==> config.mk <==
export PLATFORM = sky130hd
export DESIGN_NAME = memwb_stage_reg
export DESIGN_NICKNAME = d
export VERILOG_FILES = /design/src/rtl/memwb_stage_reg_pkg.sv /design/src/rtl/memwb_stage_reg_load_extend.sv /design/src/rtl/memwb_stage_reg.sv
export SDC_FILE = /design/constraint.sdc
export NUM_CORES = 1
export LEC_CHECK = 0
export BUFFER_PORTS_ARGS = -buffer_cell sky130_fd_sc_hd__buf_2
export CAP_MARGIN = 40
export CORE_MARGIN = 3
export CORE_UTILIZATION = 40
export CTS_CLUSTER_SIZE = 16
export DETAILED_ROUTE_END_ITERATION = 7
export HOLD_SLACK_MARGIN = 0.03
export PLACE_DENSITY = 0.74
export SETUP_SLACK_MARGIN = 0.15
export SLEW_MARGIN = 30
export SYNTH_ARGS = -nofsm -noshare
export SYNTH_HDL_FRONTEND = slang
export SYNTH_SLANG_ARGS = --single-unit
==> constraint.sdc <==
create_clock -name clk -period 3.72 [get_ports clk]
set_input_delay 0.186 -clock clk [delete_from_list [all_inputs] [get_ports clk]]
set_output_delay 0.186 -clock clk [all_outputs]
set_load 0.05 [all_outputs]
==> src/rtl/memwb_stage_reg_pkg.sv <==
// Shared constants for the MEM/WB stage: writeback source selects and
// RV32 load funct3 encodings.
package memwb_stage_reg_pkg;

  // Writeback source select encodings
  localparam logic [1:0] WB_ALU = 2'b00;
  localparam logic [1:0] WB_MEM = 2'b01;
  localparam logic [1:0] WB_PC4 = 2'b10;
  localparam logic [1:0] WB_IMM = 2'b11;

  // RV32 load funct3 encodings
  localparam logic [2:0] F3_LB  = 3'b000;
  localparam logic [2:0] F3_LH  = 3'b001;
  localparam logic [2:0] F3_LW  = 3'b010;
  localparam logic [2:0] F3_LBU = 3'b100;
  localparam logic [2:0] F3_LHU = 3'b101;

endpackage

==> src/rtl/memwb_stage_reg_load_extend.sv <==
// Combinational RV32 load formatter: picks the addressed byte/half lane out
// of an aligned memory word and sign- or zero-extends it to XLEN.
module load_extend
  import memwb_stage_reg_pkg::*;
#(
  parameter int XLEN = 32
) (
  input  logic [2:0]      funct3_i,
  input  logic [1:0]      addr_lo_i,
  input  logic [XLEN-1:0] raw_i,
  output logic [XLEN-1:0] data_o
);

  logic [7:0]  byte_lane;
  logic [15:0] half_lane;

  // Lane extraction and extension; unknown funct3 passes the whole word
  always_comb begin
    byte_lane = raw_i[7:0];
    case (addr_lo_i)
      2'd0:    byte_lane = raw_i[7:0];
      2'd1:    byte_lane = raw_i[15:8];
      2'd2:    byte_lane = raw_i[23:16];
      default: byte_lane = raw_i[31:24];
    endcase
    // Halves only look at the upper offset bit; bit 0 is ignored
    half_lane = addr_lo_i[1] ? raw_i[31:16] : raw_i[15:0];
    data_o    = raw_i;
    case (funct3_i)
      F3_LB:   data_o = {{(XLEN-8){byte_lane[7]}}, byte_lane};
      F3_LBU:  data_o = {{(XLEN-8){1'b0}}, byte_lane};
      F3_LH:   data_o = {{(XLEN-16){half_lane[15]}}, half_lane};
      F3_LHU:  data_o = {{(XLEN-16){1'b0}}, half_lane};
      F3_LW:   data_o = raw_i;
      default: data_o = raw_i;
    endcase
  end

endmodule

==> src/rtl/memwb_stage_reg.sv <==
// MEM/WB pipeline register: formats load data, selects the writeback source
// and registers the result for the register-file write port and WB forwarding.
//
// Control per rising edge, highest priority first:
//   rst_n (active-high despite its name) -> bubble (all outputs zero)
//   flush_i                              -> bubble, even if stall_i is set
//   stall_i                              -> hold every output
//   otherwise                            -> capture the MEM-stage instruction
// All outputs come straight from flops; no input reaches an output
// combinationally.
module memwb_stage_reg
  import memwb_stage_reg_pkg::*;
#(
  parameter int XLEN   = 32,
  parameter int REG_AW = 5
) (
  input  logic              clk,
  input  logic              rst_n,
  input  logic              stall_i,
  input  logic              flush_i,
  input  logic              valid_i,
  input  logic              RegWrite_i,
  input  logic [1:0]        wb_sel_i,
  input  logic [2:0]        funct3_i,
  input  logic [1:0]        addr_lo_i,
  input  logic [XLEN-1:0]   mem_rdata_i,
  input  logic [XLEN-1:0]   alu_result_i,
  input  logic [XLEN-1:0]   pc_plus4_i,
  input  logic [XLEN-1:0]   imm_i,
  input  logic [REG_AW-1:0] rd_i,
  output logic              valid_o,
  output logic              RegWrite_o,
  output logic [REG_AW-1:0] rd_o,
  output logic [XLEN-1:0]   wdata_o
);

  logic [XLEN-1:0]   load_data;
  logic [XLEN-1:0]   wb_data;

  logic              valid_q,    valid_d;
  logic              regwrite_q, regwrite_d;
  logic [REG_AW-1:0] rd_q,       rd_d;
  logic [XLEN-1:0]   wdata_q,    wdata_d;

  load_extend #(.XLEN(XLEN)) u_load_extend (
    .funct3_i  (funct3_i),
    .addr_lo_i (addr_lo_i),
    .raw_i     (mem_rdata_i),
    .data_o    (load_data)
  );

  // Writeback source mux, all four encodings decoded
  always_comb begin
    wb_data = alu_result_i;
    case (wb_sel_i)
      WB_ALU:  wb_data = alu_result_i;
      WB_MEM:  wb_data = load_data;
      WB_PC4:  wb_data = pc_plus4_i;
      WB_IMM:  wb_data = imm_i;
      default: wb_data = alu_result_i;
    endcase
  end

  // Next-state: flush > stall > load; writes to x0 and invalid slots never enable
  always_comb begin
    valid_d    = valid_q;
    regwrite_d = regwrite_q;
    rd_d       = rd_q;
    wdata_d    = wdata_q;
    if (flush_i) begin
      valid_d    = 1'b0;
      regwrite_d = 1'b0;
      rd_d       = '0;
      wdata_d    = '0;
    end else if (!stall_i) begin
      valid_d    = valid_i;
      regwrite_d = RegWrite_i & valid_i & (rd_i != '0);
      rd_d       = rd_i;
      wdata_d    = wb_data;
    end
  end

  // Stage register with synchronous reset to a bubble
  always_ff @(posedge clk) begin
    if (rst_n) begin
      valid_q    <= 1'b0;
      regwrite_q <= 1'b0;
      rd_q       <= '0;
      wdata_q    <= '0;
    end else begin
      valid_q    <= valid_d;
      regwrite_q <= regwrite_d;
      rd_q       <= rd_d;
      wdata_q    <= wdata_d;
    end
  end

  assign valid_o    = valid_q;
  assign RegWrite_o = regwrite_q;
  assign rd_o       = rd_q;
  assign wdata_o    = wdata_q;

endmodule

* Word-level counts from Yosys, hierarchy flattened
Cells that the tools add are included.
** Operators by class
- Reduce and logical (&&, ||, !) cells :: 5
- Bitwise operators :: 2
- Equal/unequal tests :: 8
- Mux-type cells :: 4
** Operators by type and width (count)
- $pmux 32 s4 :: 2
- $pmux 8 s3 :: 1
- $mux 16 :: 1
- $eq 2x2->1 const B :: 3
- $eq 3x3->1 const B :: 2
- $reduce_bool 5->1 :: 1
- $eq 2x1->1 const B :: 2
- $logic_not 2->1 :: 2
- $eq 3x1->1 const B :: 1
- $logic_not 3->1 :: 1
- $and 1x1->1 :: 2
- $reduce_or 2->1 :: 1
** Word-level totals
- Logic and storage cells :: 23
- Register bits after elaboration :: 39

* Logic depth before layout (Yosys ltp)
Gate-level depths: netlist of run 1.
- Depth after elaboration :: 4
- Depth in mapped cells :: 7

* Hierarchy
A second synthesis of run 1 with hierarchy kept.
** Second synthesis, totals
- Cells, all modules :: 346
- Area total of the unflattened synthesis :: 3211.8 sq um
** Modules (own cells, without submodules)
- memwb_stage_reg :: area each 2242.2 sq um, cells each 213, times used 1, sequential area each 780.7 sq um
- load_extend :: area each 969.7 sq um, cells each 133, times used 1, sequential area each 0.0 sq um

* Worst setup path before layout of run 1
No wires, ideal clock.
- Path kind :: input-to-reg
- From :: input port funct3_i[1]
- To :: register wdata_q[24], in the netlist wdata_o[24]
- Arrival time :: 1.255 ns
- Setup slack :: 2.386 ns
- Cell stages on the path :: 7
- Setup time :: 0.079 ns
- Data required time :: 3.641 ns
- Path through :: buf_6 -> or2_1 -> buf_6 -> buf_6 -> a2111oi_2 -> o21ai_1 -> o211ai_1
** On the way
- Cells in the longest elaborated chain, start to end :: 3
- Elaborated cells between the ends (all ways) :: 6
- Those cells by class :: eq/ne: 3; mux: 2; reduce/logical: 1
** Ends and longest elaborated chain
- from (decl) :: RTL line memwb_stage_reg.sv:24 : input logic [2:0] funct3_i,
- $eq 3x3->1 (tied with other cells) :: RTL line memwb_stage_reg_load_extend.sv:29 : case (funct3_i)
- $pmux 32 s4 * :: RTL line memwb_stage_reg_load_extend.sv:29
- $pmux 32 s4 * :: RTL line memwb_stage_reg.sv:55 : case (wb_sel_i)
- to (signal assigned) :: RTL line memwb_stage_reg.sv:94 : wdata_q <= wdata_d;
- to (decl) :: RTL line memwb_stage_reg.sv:43 : logic [XLEN-1:0] wdata_q, wdata_d;
Mark *: on every way between the ends. The rest lies on a longest branch, timed or not.
A chain may end at the register's enable or synchronous reset.

==> impl_metrics.toml, run 1 <==
[synthesis]
synth_seq_cells = 39
yosysTopAreaCell = "dfxtp_1"
async_reset_ff_frac = 0
yosysTopAreaCellShare = 0.2468
synth_edf_count = 0
yosys.area_share.simple = 0.2259
synthTopCellsByArea = "dfxtp_1 (25%), mux2i_1 (11%), nand2_1 (10%)"
synth_compound_area_frac = 0.3271
synthMuxAreaShare = 0.1147
syn_area_um2 = 3163
ys_top_cells_by_count = "nand2_1 (85), o21ai_0 (46), dfxtp_1 (39)"
syn_nets = 572
synthAdderAreaFrac = 0
synth.avg_cell_area_um2 = 7.425
synth.most_common_cell = "nand2_1"
yosysSeqAreaShare = 0.2468
synth_cell_types = 42
synthCells = 426
synthFlopType = "dfxtp_1"
synth_top_family_by_area = "compound AO/OA/AOI/OAI gates"
synth_xor_area_frac = 0
yosysWarnings = 0

[timing]
slew-limit-headroom = 0.4430
hold_viol_final = 0
setup_viol = 0
slew_viol_final = 0
finalSetupTns_ns = 0
min_period_ns = 1.729
fin_skew_ns = 0
rsz0062_at_grt = "no"
clock.fmax_mhz = 578.4
fin_crit_sh = 0.4648
worst_pin_slew_ns = 0.8355

[grt]
grt_usage = 0.2257
grt_overflow = 0
grt_pass1_wl_um = 16160
first_global_vias = 3494
antenna_found_initial = 0
grt_max_degree = 64

[clocking]
cts_tree = "yes"
cts_sinks = 39
cts_hold_buf = 0
clk_latency_ns = 0.29
cts_buffer_depth = 2
cts_resized = 0
clk_pin_slew_worst_paths_ns = 0.08
cts_root_buf = "clkbuf_8"
post_cts_buffers = 0
cts_buffers = 5
htree_num_levels = 2

[layout]
fin_cells = 678
drive_above_1_share = 0.3713
antenna_cells = 0
final_nets = 724
syn_to_final_growth_pct = 32.04
fill_cells = 776

[floorplan]
pin_count = 185
die_y_um = 94.93
die_w_um = 94.93
design.die.area_um2 = 9011
core-area_um2 = 7447
row_count = 31
initial_utilization = 0.4247

[critical_path]
path_delay_family = "compound AO/OA/AOI/OAI gates"
cp_data_required_time_ns = 3.94
r2r_slack_ns = 2.98
r2r-start = "wdata_o[5]$_SDFFE_PP0N_"
crit_fanout = 24
crit_chain = "buf_2 -> or3_1 -> a2111oi_0 -> o21ai_0 -> o211ai_1"
worstRegToRegCells = 2
crit_buf_inv = 1
crit_start = "stall_i"
crit_path_max_incr_delay_ns = 0.70
cp-end-kind = "flop"
cp.arrival_ns = 1.95
r2r-end = "wdata_o[5]$_SDFFE_PP0N_"
worst_setup_path_start_kind = "input port"
critPathKind = "in -> reg"
critPathSlowestCell = "or3_1"

[power]
p_int_uw = 794.2
clkPwrFrac = 0.314
p_per_area_nw_per_um2 = 286.4
comb_power_share = 0.315
p_leak_uw = 0.001905
ir_drop_mv = 0.1250
switchingPower_uw = 402.1
p_sw_frac = 0.3361
p_seq_frac = 0.371

[route]
routed_wl_um = 10760
first_iter_violations = 230
post-route-drc-count = 0
vias_per_cell = 5.565
num_vias = 3773
ant_nets = 0
post_drt_wl_per_cell_um = 15.88
first_pass_iters = 5

[placement]
io_buffers = 184
placedCellCount = 669
gp_congestion = 0.8135
hpwlAfterDp_um = 8285

[worst_hold_path]
min_from = "rd_i[3]"
holdPathEnd = "rd_o[3]$_SDFFE_PP0N_"
hp-class = "in -> reg"
holdPathStages = 3

[run_status]
status = "complete, no violations"

[flow_run]
max-cap-violations = 0
-- metrics by stage --
step	hold slack, ns	power, uW	utilization	cell area [um2]	worst slack [ns]
2_1_floorplan	0.3299	693.4	-	3163	2.386
3_3_place_gp	0.4322	814.5	0.5378	4005	1.451
3_5_place_dp	0.4360	826.4	0.5435	4048	1.675
4_1_cts	0.1338	1203	0.5593	4165	1.995
5_1_grt	0.1458	1254	0.5608	4177	1.850
6_report	0.1445	1196	0.5608	4177	1.991
-- cells by family after synthesis --
kind of cell           after synthesis
and+or+nand+nor                    152
DFF                                 39
muxes                               35
AOI/OAI and AO/OA                  146
buffers and inverters               54
-- worst register-to-register path: cells and delay by family (launching register included) --
family,cells,cell delay [ns]
flip-flops,1,0.33
buffers and inverters,1,0.04
AO/OA/AOI/OAI,1,0.27
-- flip-flops by register name (all words and copies together), names as in the netlist --
register,flops
wdata_o,32
rd_o,5
RegWrite_o,1
valid_o,1
-- power groups by stage --
stage	Clock, uW	Sequential (uW)	Combinational (uW)
final	376	444	376
after CTS	385	444	374
after floorplan	0	517	177
after detailed placement	0	454	373
after global placement	0	454	361
after global routing	400	446	408
-- layer usage --
| layer | GRT usage | share of wire | vias up | routed length, um |
|---|---|---|---|---|
| met5 | 0 | 0 | - | 0 |
| met1 | 0.2993 | 0.43 | 1721 | 4590 |
| met4 | 0.09135 | 0.028 | 0 | 297 |
| met3 | 0.02869 | 0.075 | 23 | 809 |
| met2 | 0.3693 | 0.47 | 167 | 5066 |
| li1 | - | - | 1862 | - |
-- layout by cell type (no fill, tap or decap), types with 2 or more instances in the layout --
master and instances:
o21ai_1 16, o22ai_1 2, or2_2 2, a2111oi_0 6
mux2i_1 33, nand2_1 85, dfxtp_1 39, o221ai_1 6
nand3_1 4, clkbuf_8 6, a211o_1 2, nor2b_1 9
buf_4 3, a21oi_1 11, o21ai_0 46, a311oi_1 12
buf_2 184, inv_1 10, a2111oi_2 9, nand3b_1 8
nand2b_1 10, o211ai_1 19, nor2_1 16, a221oi_1 7
a2bb2oi_1 6, nor3_1 8
-- worst max-delay path by stage --
stage,cells past startpoint,slack [ns],end
3_5_place_dp,5,1.67,wdata_o[21]$_SDFFE_PP0N_
2_1_floorplan,7,2.39,wdata_o[24]$_SDFFE_PP0N_
4_1_cts,5,1.99,wdata_o[21]$_SDFFE_PP0N_
5_1_grt,5,1.85,wdata_o[21]$_SDFFE_PP0N_
6_report,5,1.99,wdata_o[21]$_SDFFE_PP0N_
3_3_place_gp,5,1.45,wdata_o[13]$_SDFFE_PP0N_
-- cell type report --
type,count,area (um2),share of cell area
flip-flops and latches,39,780.7,0.1869
inverters,10,37.54,0.008987
well taps,99,123.9,0.02966
repair buffers,189,982.2,0.2352
clock buffers,6,82.58,0.01977
multi-input cells,333,2135,0.5111
clock inverters,2,35.03,0.008388
No activity file was read; power rests on OpenSTA's default activity.
==> run 2, diff against run 1 <==
==> constraint.sdc (replaced) <==
create_clock -name clk -period 1.7 [get_ports clk]
set_input_delay 0.085 -clock clk [delete_from_list [all_inputs] [get_ports clk]]
set_output_delay 0.085 -clock clk [all_outputs]
set_load 0.05 [all_outputs]
==> run 2 against run 1 <==
  * Power up 100%
  * Sequential share of layout area fell by 0.31 points
  * Register-to-register slack got worse by 2.1 ns
  * Cell count increased by 2.4%
  * Sequential power rose by 120%
  * Largest power group unchanged
  * Worst hold slack worse by 0.092 ns
  * Critical path type unchanged
  * Critical path depth rose by 1
==> impl_metrics.toml, run 2 (synthesis gave the netlist of run 1 again) <==
[route]
ant_nets = 0
post_drt_wl_per_cell_um = 15.63
vias_per_cell = 5.465
post-route-drc-count = 0
first_iter_violations = 144
num_vias = 3793
routed_wl_um = 10850
first_pass_iters = 4

[timing]
fin_skew_ns = 0
fin_crit_sh = 0.7265
slew_viol_final = 0
fin_ws_ns = 0.4649
slew-limit-headroom = 0.6717
min_period_ns = 1.235
setup_viol = 0
hold_viol_final = 0
finalSetupTns_ns = 0
clock.fmax_mhz = 809.6
worst_pin_slew_ns = 0.4925
rsz0062_at_grt = "no"

[critical_path]
crit_chain = "buf_2 -> or2_1 -> buf_4 -> nor4b_4 -> nor3_1 -> o21ai_1"
critPathKind = "in -> reg"
cp.arrival_ns = 1.46
worst_setup_path_start_kind = "input port"
cp-end-kind = "flop"
critPathSlowestCell = "nor4b_4"
crit_fanout = 12
worstRegToRegCells = 2
r2r-start = "wdata_o[3]$_SDFFE_PP0N_"
r2r_slack_ns = 0.91
crit_path_max_incr_delay_ns = 0.40
cp_data_required_time_ns = 1.93
r2r-end = "wdata_o[3]$_SDFFE_PP0N_"

[layout]
seq_area_um2 = 780.7
antenna_cells = 0
fin_cells = 694
fill_cells = 765
largest_register_ffs = 32
multi_input_area_um2 = 2120
final_common_cell = "buf_2"
drive_above_1_share = 0.3866
fin_util = 0.5704
syn_to_final_growth_pct = 34.30
final_nets = 741
final_cell_mix = "buf_2 (184), nand2_1 (85), o21ai_0 (46)"

[placement]
pre_cts_ws_ns = 0.1793
placedCellCount = 687
hpwlAfterDp_um = 8694
gp_congestion = 0.8025
io_buffers = 184

[power]
ir_drop_mv = 0.2944
finalPower_uw = 2451
p_per_area_nw_per_um2 = 576.9
p_leak_uw = 0.001962

[grt]
grt_max_degree = 26
grt_overflow = 0
grt_usage = 0.2351
grt_pass1_wl_um = 16650
first_global_vias = 3599
antenna_found_initial = 0

[floorplan]
initial_utilization = 0.4247
design.die.area_um2 = 9011
row_count = 31
pin_count = 185
die_y_um = 94.93
core-area_um2 = 7447
die_w_um = 94.93

[clocking]
htree_num_levels = 2
clk_pin_slew_worst_paths_ns = 0.08
post_cts_buffers = 0
cts_buffers = 5
cts_resized = 0
cts_hold_buf = 0
clk_latency_ns = 0.28
cts_root_buf = "clkbuf_8"
cts_tree = "yes"
cts_sinks = 39
cts_buffer_depth = 2

[run_status]
status = "complete, no violations"

[worst_hold_path]
holdPathEnd = "rd_o[0]$_SDFFE_PP0N_"
holdPathStages = 3
min_from = "rd_i[0]"
hp-class = "in -> reg"

[flow_run]
max-cap-violations = 0
## run 2: power breakdown
part           switching, uW  leakage [uW]  total, uW  internal, uW
Sequential              20.1      0.000318        973           953
Combinational            516       0.00160        846           330
Clock                    313     0.0000470        632           318
## run 2: layout make-up
class,instances,share of cell area
clock buffers,6,0.01944
clock inverters,1,0.001178
inverters,10,0.008837
multi-input cells,333,0.4990
flip-flops and latches,39,0.1838
well taps,99,0.02916
repair buffers,206,0.2586
## run 2: worst max-delay path by stage
| stage | startpoint | to | cells after the start |
|---|---|---|---|
| 2_1_floorplan | funct3_i[1] | wdata_o[26]$_SDFFE_PP0N_ | 7 |
| 3_3_place_gp | wb_sel_i[1] | wdata_o[3]$_SDFFE_PP0N_ | 6 |
| 3_5_place_dp | funct3_i[1] | wdata_o[10]$_SDFFE_PP0N_ | 6 |
| 4_1_cts | funct3_i[1] | wdata_o[10]$_SDFFE_PP0N_ | 6 |
| 5_1_grt | funct3_i[1] | wdata_o[10]$_SDFFE_PP0N_ | 6 |
| 6_report | funct3_i[1] | wdata_o[10]$_SDFFE_PP0N_ | 6 |
## run 2: per-layer routing
metal	wire (um)	part of all wire	track usage
met1	4569	0.42	0.2987
met3	881	0.081	0.03347
met2	5155	0.48	0.4016
met5	0	0	0
met4	239	0.022	0.08774
## run 2: through the flow
stage | instance area, um2 | hold WS [ns]
floorplan | 3163 | 0.2289
global placement | 4160 | 0.3336
detailed placement | 4160 | 0.3470
CTS | 4248 | 0.04997
global route | 4248 | 0.06410
finish | 4248 | 0.05203
## run 2: critical path: cells and delay by family
family	cells	cell delay, ns
buf+inv	2	0.39
simple gates	3	0.84
compound gates	1	0.13
==> run 3, diff against run 2 <==
--- a/config.mk
+++ b/config.mk
@@ -12,7 +12,7 @@
 export CTS_CLUSTER_SIZE = 16
 export DETAILED_ROUTE_END_ITERATION = 7
 export HOLD_SLACK_MARGIN = 0.03
-export PLACE_DENSITY = 0.74
+export PLACE_DENSITY = 0.77
 export SETUP_SLACK_MARGIN = 0.15
 export SLEW_MARGIN = 30
 export SYNTH_ARGS = -nofsm -noshare
==> constraint.sdc (replaced) <==
create_clock -name clk -period 1.1 [get_ports clk]
set_input_delay 0.055 -clock clk [delete_from_list [all_inputs] [get_ports clk]]
set_output_delay 0.055 -clock clk [all_outputs]
set_load 0.05 [all_outputs]
==> run 3 against run 2 <==
  * Power rose by 97%
  * Clock-buffer cell count is the same
  * Setup slack worse by 0.43 ns
  * Utilization rose by 16 points
  * Critical path depth is the same
  * Register-to-register slack worse by 0.61 ns
  * Worst hold slack got worse by 0.027 ns
  * Non-clock buffer count rose by 45
  * Clock power up 130%
  * Clock skew is the same
  * Global-route usage rose by 3.9 points
  * Routed wire length increased by 32%
  * Critical endpoint is now wdata_o[31]$_SDFFE_PP0N_
  * Largest cell class unchanged
==> impl_metrics.toml, run 3 (synthesis gave the netlist of run 1 again) <==
[route]
met2_wirelength_um = 7148
post_drt_wl_per_cell_um = 19.27
post-route-drc-count = 0
num_vias = 4378
wl_met1_um = 5372
vias_per_cell = 5.908
first_iter_violations = 309
routed.top_layer = "met4"
first_pass_iters = 5
routed_wl_um = 14280
dr_wl_met3_um = 1139
ant_nets = 0

[critical_path]
critPathSlowestCell = "or3_4"
cp.arrival_ns = 1.27
worst_setup_path_start_kind = "input port"
crit_buf_inv = 2
cp-end-kind = "flop"
worstRegToRegCells = 2
cp.depth = 6
cp_data_required_time_ns = 1.30
crit_path_max_incr_delay_ns = 0.46
crit_chain = "buf_8 -> or3_4 -> clkbuf_16 -> a2111oi_4 -> o21ai_1 -> o211ai_1"
crit_fanout = 5
path_delay_family = "simple AND/OR/NAND/NOR gates"
critPathKind = "in -> reg"

[layout]
largest_register_ffs = 32
final_nets = 787
fin_area_um2 = 5449
antenna_cells = 0
fin_cells = 741
multi_input_area_um2 = 2572
final_cell_mix = "buf_2 (134), nand2_1 (85), buf_4 (73)"
fill_cells = 559
syn_to_final_growth_pct = 72.27
final_common_cell = "buf_2"
drive_above_1_share = 0.4907
fin_util = 0.7317
seq_area_um2 = 787.0

[placement]
placed_area_um2 = 4583
hpwlAfterDp_um = 9729
placedCellCount = 713
gp_congestion = 0.8510
io_buffers = 184

[grt]
first_global_vias = 4086
grt_usage = 0.2736
grt_pass1_wl_um = 19290
antenna_found_initial = 0
grt_overflow = 0
grt_max_degree = 36

[run_status]
status = "complete, no violations"

[clocking]
clk_pin_slew_worst_paths_ns = 0.09
cts_tree = "yes"
cts_root_buf = "clkbuf_8"
cts_sinks = 39
cts_buffer_depth = 2
clk_latency_ns = 0.30
htree_num_levels = 2
cts_buffers = 5

[timing]
hold_ws_ns = 0.02544
fin_skew_ns = 0
slew_viol_final = 0
rsz0062_at_grt = "yes"
setup_viol = 0
hold_viol_final = 0
finalSetupTns_ns = 0
min_period_ns = 1.069
fin_crit_sh = 0.9723
slew-limit-headroom = 0.7562
worst_pin_slew_ns = 0.3657
clock.fmax_mhz = 935.0

[floorplan]
die_y_um = 94.93
row_count = 31
design.die.area_um2 = 9011
die_w_um = 94.93
initial_utilization = 0.4247
core-area_um2 = 7447
pin_count = 185

[power]
ir_drop_mv = 0.6267
p_per_area_nw_per_um2 = 884.3
p_leak_uw = 0.002328

[flow_run]
max-cap-violations = 0

[worst_hold_path]
holdPathStages = 3
hp-class = "in -> reg"
## run 3: changes by cell type in the layout (fill, tap and decap cells not counted), moves of 9 or more
cell / previous run / this run
clkbuf_4: 0 / 11
a2111oi_4: 0 / 14
a311oi_1: 12 / 3
buf_2: 184 / 134
buf_4: 21 / 73
buf_6: 0 / 16
## run 3: tightest hold or removal path, cell delays in order
cell and delay [ns]:
buf_2 0.10, mux2i_1 0.06, nor2_1 0.08
## run 3: layer usage
metal / global-route usage / vias up
met5: 0 / -
met4: 0.09976 / 0
met3: 0.05498 / 60
met2: 0.4797 / 281
met1: 0.3288 / 2046
li1: - / 1991
## run 3: power breakdown
group          total [uW]  switching [uW]  internal [uW]  leakage (uW)
registers            1510            39.0           1470      0.000320
clock network        1480             574            908     0.0000654
logic                1820            1020            801       0.00194
## run 3: final cells by class
| class | count | share of cell area |
|---|---|---|
| Tap cell | 99 | 0.02273 |
| Clock buffer | 6 | 0.01332 |
| Sequential cell | 39 | 0.1444 |
| Inverter | 10 | 0.007577 |
| Timing Repair Buffer | 251 | 0.3288 |
| Multi-Input combinational cell | 334 | 0.4721 |
| Clock inverter | 2 | 0.01102 |
## run 3: through the flow
stage	setup slack [ns]	power (uW)
2_1_floorplan	-0.06899	2465
3_3_place_gp	-0.2917	2991
3_5_place_dp	-0.3652	3030
4_1_cts	0.08870	4545
5_1_grt	0.01667	4965
6_report	0.03052	4819
## run 3: repair_timing
item / CTS / global route
hold buffers: 3 / 0
cloned: 0 / 4
pin swaps: 1 / 15
endpoints found under the hold margin: 3 / 0
gates resized for setup: 50 / 75
setup buffers: 2 / 11
endpoints found under the setup margin: 56 / 43
## run 3: worst paths after layout
| kind | from | end | slack (ns) |
|---|---|---|---|
| max reg2reg | wdata_o[4]$_SDFFE_PP0N_ | wdata_o[4]$_SDFFE_PP0N_ | 0.30 |
| min | rd_i[1] | rd_o[1]$_SDFFE_PP0N_ | 0.03 |
| max | rst_n | wdata_o[31]$_SDFFE_PP0N_ | 0.03 |
| min reg2reg | wdata_o[9]$_SDFFE_PP0N_ | wdata_o[9]$_SDFFE_PP0N_ | 0.46 |
